### config.mk
export PLATFORM = sky130hd
export DESIGN_NAME = tl45_decode
export DESIGN_NICKNAME = d
export VERILOG_FILES = /design/src/rtl/tl45_decode.sv
export SDC_FILE = /design/constraint.sdc
export NUM_CORES = 1
export LEC_CHECK = 0
export CAP_MARGIN = 40
export CORE_ASPECT_RATIO = 1.2
export CORE_MARGIN = 1.5
export CORE_UTILIZATION = 49
export DETAILED_ROUTE_END_ITERATION = 16
export GPL_ROUTABILITY_DRIVEN = 0
export GPL_TIMING_DRIVEN = 0
export PLACE_DENSITY_LB_ADDON = 0.2
export REMOVE_ABC_BUFFERS = 1
export SLEW_MARGIN = 20
export SYNTH_ARGS = -nofsm -noshare
export SYNTH_HDL_FRONTEND = slang
export SYNTH_SLANG_ARGS = --single-unit
export TNS_END_PERCENT = 1
### constraint.sdc
create_clock -name i_clk -period 8.3 [get_ports i_clk]
set_input_delay 1.66 -clock i_clk [delete_from_list [all_inputs] [get_ports i_clk]]
set_output_delay 1.66 -clock i_clk [all_outputs]
set_load 0.01 [all_outputs]
### src/rtl/tl45_decode.sv
// tl45 decode / register-read stage: field split, operand forwarding, target math,
// load-use interlock, HALT. Define TL45_ILLEGAL_TRAP_EN to trap opcodes 10-15.
module tl45_decode (
   input  logic        i_clk,
   input  logic        i_reset,
   input  logic        i_pipe_stall,
   input  logic        i_pipe_flush,
   output logic        o_pipe_stall,
   output logic        o_pipe_flush,
   input  logic [31:0] i_pc,
   input  logic [31:0] i_instr,
   output logic [3:0]  o_rf_sr1,
   output logic [3:0]  o_rf_sr2,
   input  logic [31:0] i_rf_sr1_val,
   input  logic [31:0] i_rf_sr2_val,
   input  logic [3:0]  i_of1_reg,
   input  logic [31:0] i_of1_val,
   input  logic [3:0]  i_of2_reg,
   input  logic [31:0] i_of2_val,
   output logic [31:0] o_pc,
   output logic [3:0]  o_opcode,
   output logic [3:0]  o_dr,
   output logic        o_skp_mode,
   output logic [31:0] o_sr1_val,
   output logic [31:0] o_sr2_val,
   output logic [31:0] o_target_address,
   output logic        o_halted,
   output logic        o_illegal
);

   localparam logic [3:0] OP_ADD  = 4'd0;
   localparam logic [3:0] OP_NAND = 4'd1;
   localparam logic [3:0] OP_ADDI = 4'd2;
   localparam logic [3:0] OP_LW   = 4'd3;
   localparam logic [3:0] OP_SW   = 4'd4;
   localparam logic [3:0] OP_GOTO = 4'd5;
   localparam logic [3:0] OP_JALR = 4'd6;
   localparam logic [3:0] OP_HALT = 4'd7;
   localparam logic [3:0] OP_SKP  = 4'd8;
   localparam logic [3:0] OP_LEA  = 4'd9;

   logic [3:0]  op, rx, ry, rz;
   logic [31:0] off;

   assign op  = i_instr[31:28];
   assign rx  = i_instr[27:24];
   assign ry  = i_instr[23:20];
   assign rz  = i_instr[3:0];
   assign off = {{12{i_instr[19]}}, i_instr[19:0]};

   logic [3:0]  sel_a, sel_b;
   logic [31:0] fwd_a, fwd_b;
   logic [3:0]  dec_opcode, dec_dr;
   logic        dec_skp, dec_halt;
   logic [31:0] dec_pc, dec_sr1, dec_sr2, dec_target;
`ifdef TL45_ILLEGAL_TRAP_EN
   logic        dec_illegal;
`endif
   logic        load_use;

   // Source selection first, so the forwarded operands are ready for the payload case.
   always_comb begin
      sel_a      = 4'd0;
      sel_b      = 4'd0;
      dec_opcode = 4'd0;
      dec_dr     = 4'd0;
      dec_skp    = 1'b0;
      dec_halt   = 1'b0;
      dec_pc     = 32'd0;
      dec_sr1    = 32'd0;
      dec_sr2    = 32'd0;
      dec_target = 32'd0;
`ifdef TL45_ILLEGAL_TRAP_EN
      dec_illegal = 1'b0;
`endif
      case (op)
         OP_ADD, OP_NAND: begin sel_a = ry; sel_b = rz; end
         OP_ADDI:         sel_a = ry;
         OP_LW:           sel_b = ry;
         OP_SW, OP_SKP:   begin sel_a = rx; sel_b = ry; end
         OP_JALR:         sel_a = rx;
         default: ;
      endcase

      // ALU-stage result is newer than the memory-stage one, so of1 wins.
      if (sel_a == 4'd0)            fwd_a = 32'd0;
      else if (sel_a == i_of1_reg)  fwd_a = i_of1_val;
      else if (sel_a == i_of2_reg)  fwd_a = i_of2_val;
      else                          fwd_a = i_rf_sr1_val;

      if (sel_b == 4'd0)            fwd_b = 32'd0;
      else if (sel_b == i_of1_reg)  fwd_b = i_of1_val;
      else if (sel_b == i_of2_reg)  fwd_b = i_of2_val;
      else                          fwd_b = i_rf_sr2_val;

      case (op)
         OP_ADD, OP_NAND: begin
            dec_opcode = op; dec_pc = i_pc; dec_dr = rx;
            dec_sr1 = fwd_a; dec_sr2 = fwd_b;
         end
         OP_ADDI: begin
            dec_opcode = op; dec_pc = i_pc; dec_dr = rx;
            dec_sr1 = fwd_a; dec_sr2 = off;
         end
         OP_LW: begin
            dec_opcode = op; dec_pc = i_pc; dec_dr = rx;
            dec_target = fwd_b + off;
         end
         OP_SW: begin
            dec_opcode = op; dec_pc = i_pc;
            dec_sr1 = fwd_a; dec_target = fwd_b + off;
         end
         OP_GOTO: begin
            dec_opcode = op; dec_pc = i_pc;
            dec_target = i_pc + 32'd1 + off;
         end
         OP_JALR: begin
            dec_opcode = op; dec_pc = i_pc; dec_dr = ry; dec_sr1 = fwd_a;
         end
         OP_HALT: dec_halt = 1'b1;
         OP_SKP: begin
            dec_opcode = op; dec_pc = i_pc; dec_skp = i_instr[0];
            dec_sr1 = fwd_a; dec_sr2 = fwd_b; dec_target = i_pc + 32'd2;
         end
         OP_LEA: begin
            dec_opcode = op; dec_pc = i_pc; dec_dr = rx;
            dec_target = i_pc + 32'd1 + off;
         end
         default: begin
`ifdef TL45_ILLEGAL_TRAP_EN
            dec_illegal = 1'b1;
`endif
         end
      endcase
   end

   // Unused source selects are 0 and o_dr is nonzero here, so they never match.
   assign load_use = (o_opcode == OP_LW) && (o_dr != 4'd0) &&
                     ((sel_a == o_dr) || (sel_b == o_dr));

   assign o_rf_sr1     = sel_a;
   assign o_rf_sr2     = sel_b;
   assign o_pipe_stall = i_pipe_stall | load_use | o_halted;
   assign o_pipe_flush = i_pipe_flush;

   always_ff @(posedge i_clk) begin
      if (i_reset || i_pipe_flush || (!i_pipe_stall && (load_use || o_halted))) begin
         o_pc             <= 32'd0;
         o_opcode         <= 4'd0;
         o_dr             <= 4'd0;
         o_skp_mode       <= 1'b0;
         o_sr1_val        <= 32'd0;
         o_sr2_val        <= 32'd0;
         o_target_address <= 32'd0;
      end else if (!i_pipe_stall) begin
         o_pc             <= dec_pc;
         o_opcode         <= dec_opcode;
         o_dr             <= dec_dr;
         o_skp_mode       <= dec_skp;
         o_sr1_val        <= dec_sr1;
         o_sr2_val        <= dec_sr2;
         o_target_address <= dec_target;
      end
   end

   // Sticky status only latches when the instruction actually enters the buffer.
`ifdef TL45_ILLEGAL_TRAP_EN
   always_ff @(posedge i_clk) begin
      if (i_reset) begin
         o_halted  <= 1'b0;
         o_illegal <= 1'b0;
      end else if (!i_pipe_flush && !i_pipe_stall && !load_use && !o_halted) begin
         if (dec_halt || dec_illegal) o_halted <= 1'b1;
         if (dec_illegal)             o_illegal <= 1'b1;
      end
   end
`else
   always_ff @(posedge i_clk) begin
      if (i_reset)
         o_halted <= 1'b0;
      else if (!i_pipe_flush && !i_pipe_stall && !load_use && !o_halted && dec_halt)
         o_halted <= 1'b1;
   end

   assign o_illegal = 1'b0;
`endif

endmodule

==> results of run 1 <==
[flip-flops by register name (all words and copies together) (netlist names)]
register          cells
o_skp_mode            1
o_target_address     32
o_opcode              4
o_sr1_val            32
o_pc                 32
o_halted              1
o_sr2_val            32
o_dr                  4
[metal layers]
layer  global-route usage  vias to the layer above
met3               0.0605                      134
met5                    0                        -
met4                0.187                        0
met1                0.391                     6215
li1                     -                     6230
met2                0.597                      591
[power groups by stage]
stage	Combinational [mW]	Clock [mW]	Sequential (mW)
global route	0.911	0.817	0.688
CTS	0.832	0.785	0.686
global placement	0.789	0	0.701
detailed placement	0.824	0	0.701
finish	0.847	0.779	0.687
floorplan	0.473	0	0.707
[per-stage QoR]
| stage | hold slack [ns] | utilization | worst slack [ns] |
|---|---|---|---|
| after floorplan | 0.487 | - | -0.751 |
| after global placement | 0.438 | 0.649 | -8.61 |
| after detailed placement | 0.449 | 0.674 | -0.836 |
| after CTS | 0.463 | 0.700 | 0.0150 |
| after global routing | 0.479 | 0.702 | 0.0855 |
| final | 0.461 | 0.702 | 0.369 |
[final timing paths]
| path | from | end |
|---|---|---|
| worst max-delay path | i_instr[29] | o_target_address[27] |
| worst min-delay path | o_target_address[17] | o_target_address[17] |
| worst min register to register | o_target_address[17] | o_target_address[17] |
| worst max register to register | o_dr[3] | o_target_address[28] |
[timing repair]
action / in CTS / in global routing
gates cloned: 0 / 1
pin swaps: 0 / 2
endpoints found under the setup margin: 9 / 14
resized for setup: 2 / 7
[cell families (layout without fill, tap and decap cells)]
| family | count (synthesis) | count (layout) | synth area share |
|---|---|---|---|
| flip-flops | 138 | 138 | 0.240 |
| multiplexers | 73 | 73 | 0.0635 |
| adder cells (fa/ha/maj) | 68 | 68 | 0.0727 |
| other | 1 | 1 | 0.000326 |
| XOR/XNOR | 100 | 100 | 0.0767 |
| AND/OR/NAND/NOR | 513 | 514 | 0.205 |
| buffers and inverters | 135 | 455 | 0.0471 |
| AO/OA/AOI/OAI | 496 | 496 | 0.295 |
[synth_stat cells, types with 7 or more instances]
cell type  instances
inv_1             31
a221oi_1          13
o31ai_1            7
o21a_1            10
maj3_1             9
nor2b_1           18
buf_2              8
xnor2_1           65
ha_1              52
o21ai_0           71
a222oi_1           9
mux2i_1           72
buf_1             11
nor3b_1            7
o22ai_1           13
nor2_1           275
xor2_1            34
a22oi_1           44
dfxtp_1          138
a211oi_1          64
a221o_1           14
a31oi_1           13
a21o_1            37
and3_1            16
nor3_1            17
nand3_1           34
a21oi_1          126
nand2_1           80
o21ai_1           14
nor4_1             7
nand4_1           13
nand2b_1          11
clkbuf_1          77
[critical path, stage by stage]
cell	delay, ns
clkdlybuf4s50_1	0.61
buf_8	0.26
or4b_4	0.68
nand2_1	0.15
a311oi_2	0.07
a211o_1	0.40
nor2_4	0.13
buf_12	0.20
mux2i_1	0.14
a211oi_4	0.40
ha_1	0.31
a21o_1	0.15
a21oi_1	0.23
nor2b_1	0.07
o21ai_0	0.21
nand2b_1	0.14
a21o_1	0.20
maj3_1	0.40
maj3_1	0.38
o21ai_2	0.19
o21ai_1	0.19
nor2_1	0.18
o22ai_1	0.14
nor3b_1	0.17
o31ai_1	0.40
a221oi_1	0.13
[layout make-up]
cell class / instances / area share
inverter: 33 / 0.00771
tap: 315 / 0.0243
clock buffer: 18 / 0.0271
sequential: 138 / 0.170
clock inverter: 14 / 0.00894
multi-input combinational: 1252 / 0.514
timing repair buffer: 390 / 0.248
==> impl_metrics.csv, run 1 <==
group,metric,value,unit
power,power.clock.fraction,0.337,
power,vdd_drop_max,0.151,mV
timing,setup_tns,0,ns
clock_network,h-tree-depth,4,
route,dr_wl_met3,2.95,mm
worst_setup_path,r2r_cells,10,
route,antenna_left,0,
clock_network,cts.sinks,138,
worst_setup_path,critPathKind,"primary input to flop",
power,swShare,0.348,
floorplan,start_util,0.498,
cells_and_area,drive_above_1_share,0.0661,
cells_and_area,layout_common_cells,"clkdlybuf4s50_1 (347), nor2_1 (274), dfxtp_1 (138), a21oi_1 (126), nand2_1 (80)",
logic_synthesis,synthCells,1524,
clock_network,cts_root_buf,"clkbuf_16",
cells_and_area,diodes,0,
global_routing,grt_pass1_wl,65.3,mm
power,power_frac_seq,0.297,
floorplan,core,23100,um2
timing,drv_slew,0,
worst_setup_path,cp-end-kind,"flop",
floorplan,die-area,24400,um2
route,wl_met2,21.7,mm
cells_and_area,area_delta_synth_final,40.9,%
global_routing,grt_max_degree,93,
logic_synthesis,ys_seq_area_frac,0.240,
timing,worstMarginPinSlew,0.937,ns
cells_and_area,nFillCells,1931,
place,dp.final_hpwl,33.0,mm
logic_synthesis,yosys_register_bits,138,
global_routing,grt_overflow,0,
floorplan,die_h,171,um
worst_setup_path,reg2reg_slack,4.83,ns
power,combPwrFrac,0.366,
logic_synthesis,synth_async_sr_flop_share,0,
route,drt_drc_violations_left,0,
clock_network,clk-insertion-delay-late,0.43,ns
route,drt-met1-wl,16.3,mm
logic_synthesis,ys.warnings.count,0,
power,p_sw,805,uW
route,vias_per_cell,6.10,
clock_network,numCtsBuffers,17,
global_routing,antenna_found_initial,1,
route,vias,13170,
logic_synthesis,synth_top_cells_by_area,"dfxtp_1 (24%), nor2_1 (9.0%), mux2i_1 (6.3%)",
cells_and_area,layout_commonest_cell,"clkdlybuf4s50_1",
timing,slew_headroom,0.371,
timing,fmax,0.126,GHz
timing,period_minus_slack,7.93,ns
worst_setup_path,critPathLaunchType,"primary input",
clock_network,postCtsSetupRepairBufs,0,
route,wl_per_cell,20.0,um
cells_and_area,stdcell_count,2160,
logic_synthesis,ys_types,91,
timing,hold_viol,0,
power,intPower,1.51,mW
clock_network,cts_tree,"yes",
worst_setup_path,arrival,8.22,ns
floorplan,rows,61,
power,cellPowerDensity,142,nW/um2
place,place_area,15600,um2
global_routing,grtUsageTotal,0.341,
cells_and_area,nNetsFinal,2090,
cells_and_area,fin_area,16200,um2
clock_network,clock_path_buffers,2,
global_routing,grt_pass1_vias,12446,
worst_setup_path,critPathRequiredTime,8.59,ns
hold_path,min_path_type,"flop to flop",
route,dr.first_iter.drc_count,1205,
logic_synthesis,syn_area_per_cell,7.56,um2
route,first_pass_iters,8,
power,leakagePower,6.27,nW
floorplan,die_w,143,um
logic_synthesis,synth_edf_count,0,
worst_setup_path,critical_path.max_fanout,19,
clock_network,clk_pin_slew,0.07,ns
route,wl,43.2,mm
timing,setup_viol,0,
clock_network,hold_buffers,0,
place,placed_cells,2125,
hold_path,holdPathStages,2,
logic_synthesis,yosys.area.top_type_share,0.240,
power,total_power,2.31,mW
timing,skew,0.0118,ns
logic_synthesis,yosysTopAreaCell,"dfxtp_1",
timing,finalCritPeriodShare,0.956,
cells_and_area,seqCellArea,2760,um2
route,top_signal_layer_used,"met4",
timing,rsz0062_at_grt,"false",
outcome,status,"finished clean",
run,drv_cap,0,
place,port_buffers,351,
floorplan,io_pins,353,
cells_and_area,multi_input_area,8340,um2
logic_synthesis,netlist_area,11500,um2
logic_synthesis,synth_ff_type,"dfxtp_1",
Power figures use the tool's default switching activity.
==> run 2: changes to the inputs <==
Settings changed: CTS_CLUSTER_DIAMETER set to 80.
==> results of run 2 <==
The final DEF is identical to that of run 1; final timing and power are the same.
==> run 3: changes to the inputs <==
Settings changed: TNS_END_PERCENT 1 to 20.
==> results of run 3 <==
The final DEF is identical to that of run 1; final timing and power are the same.
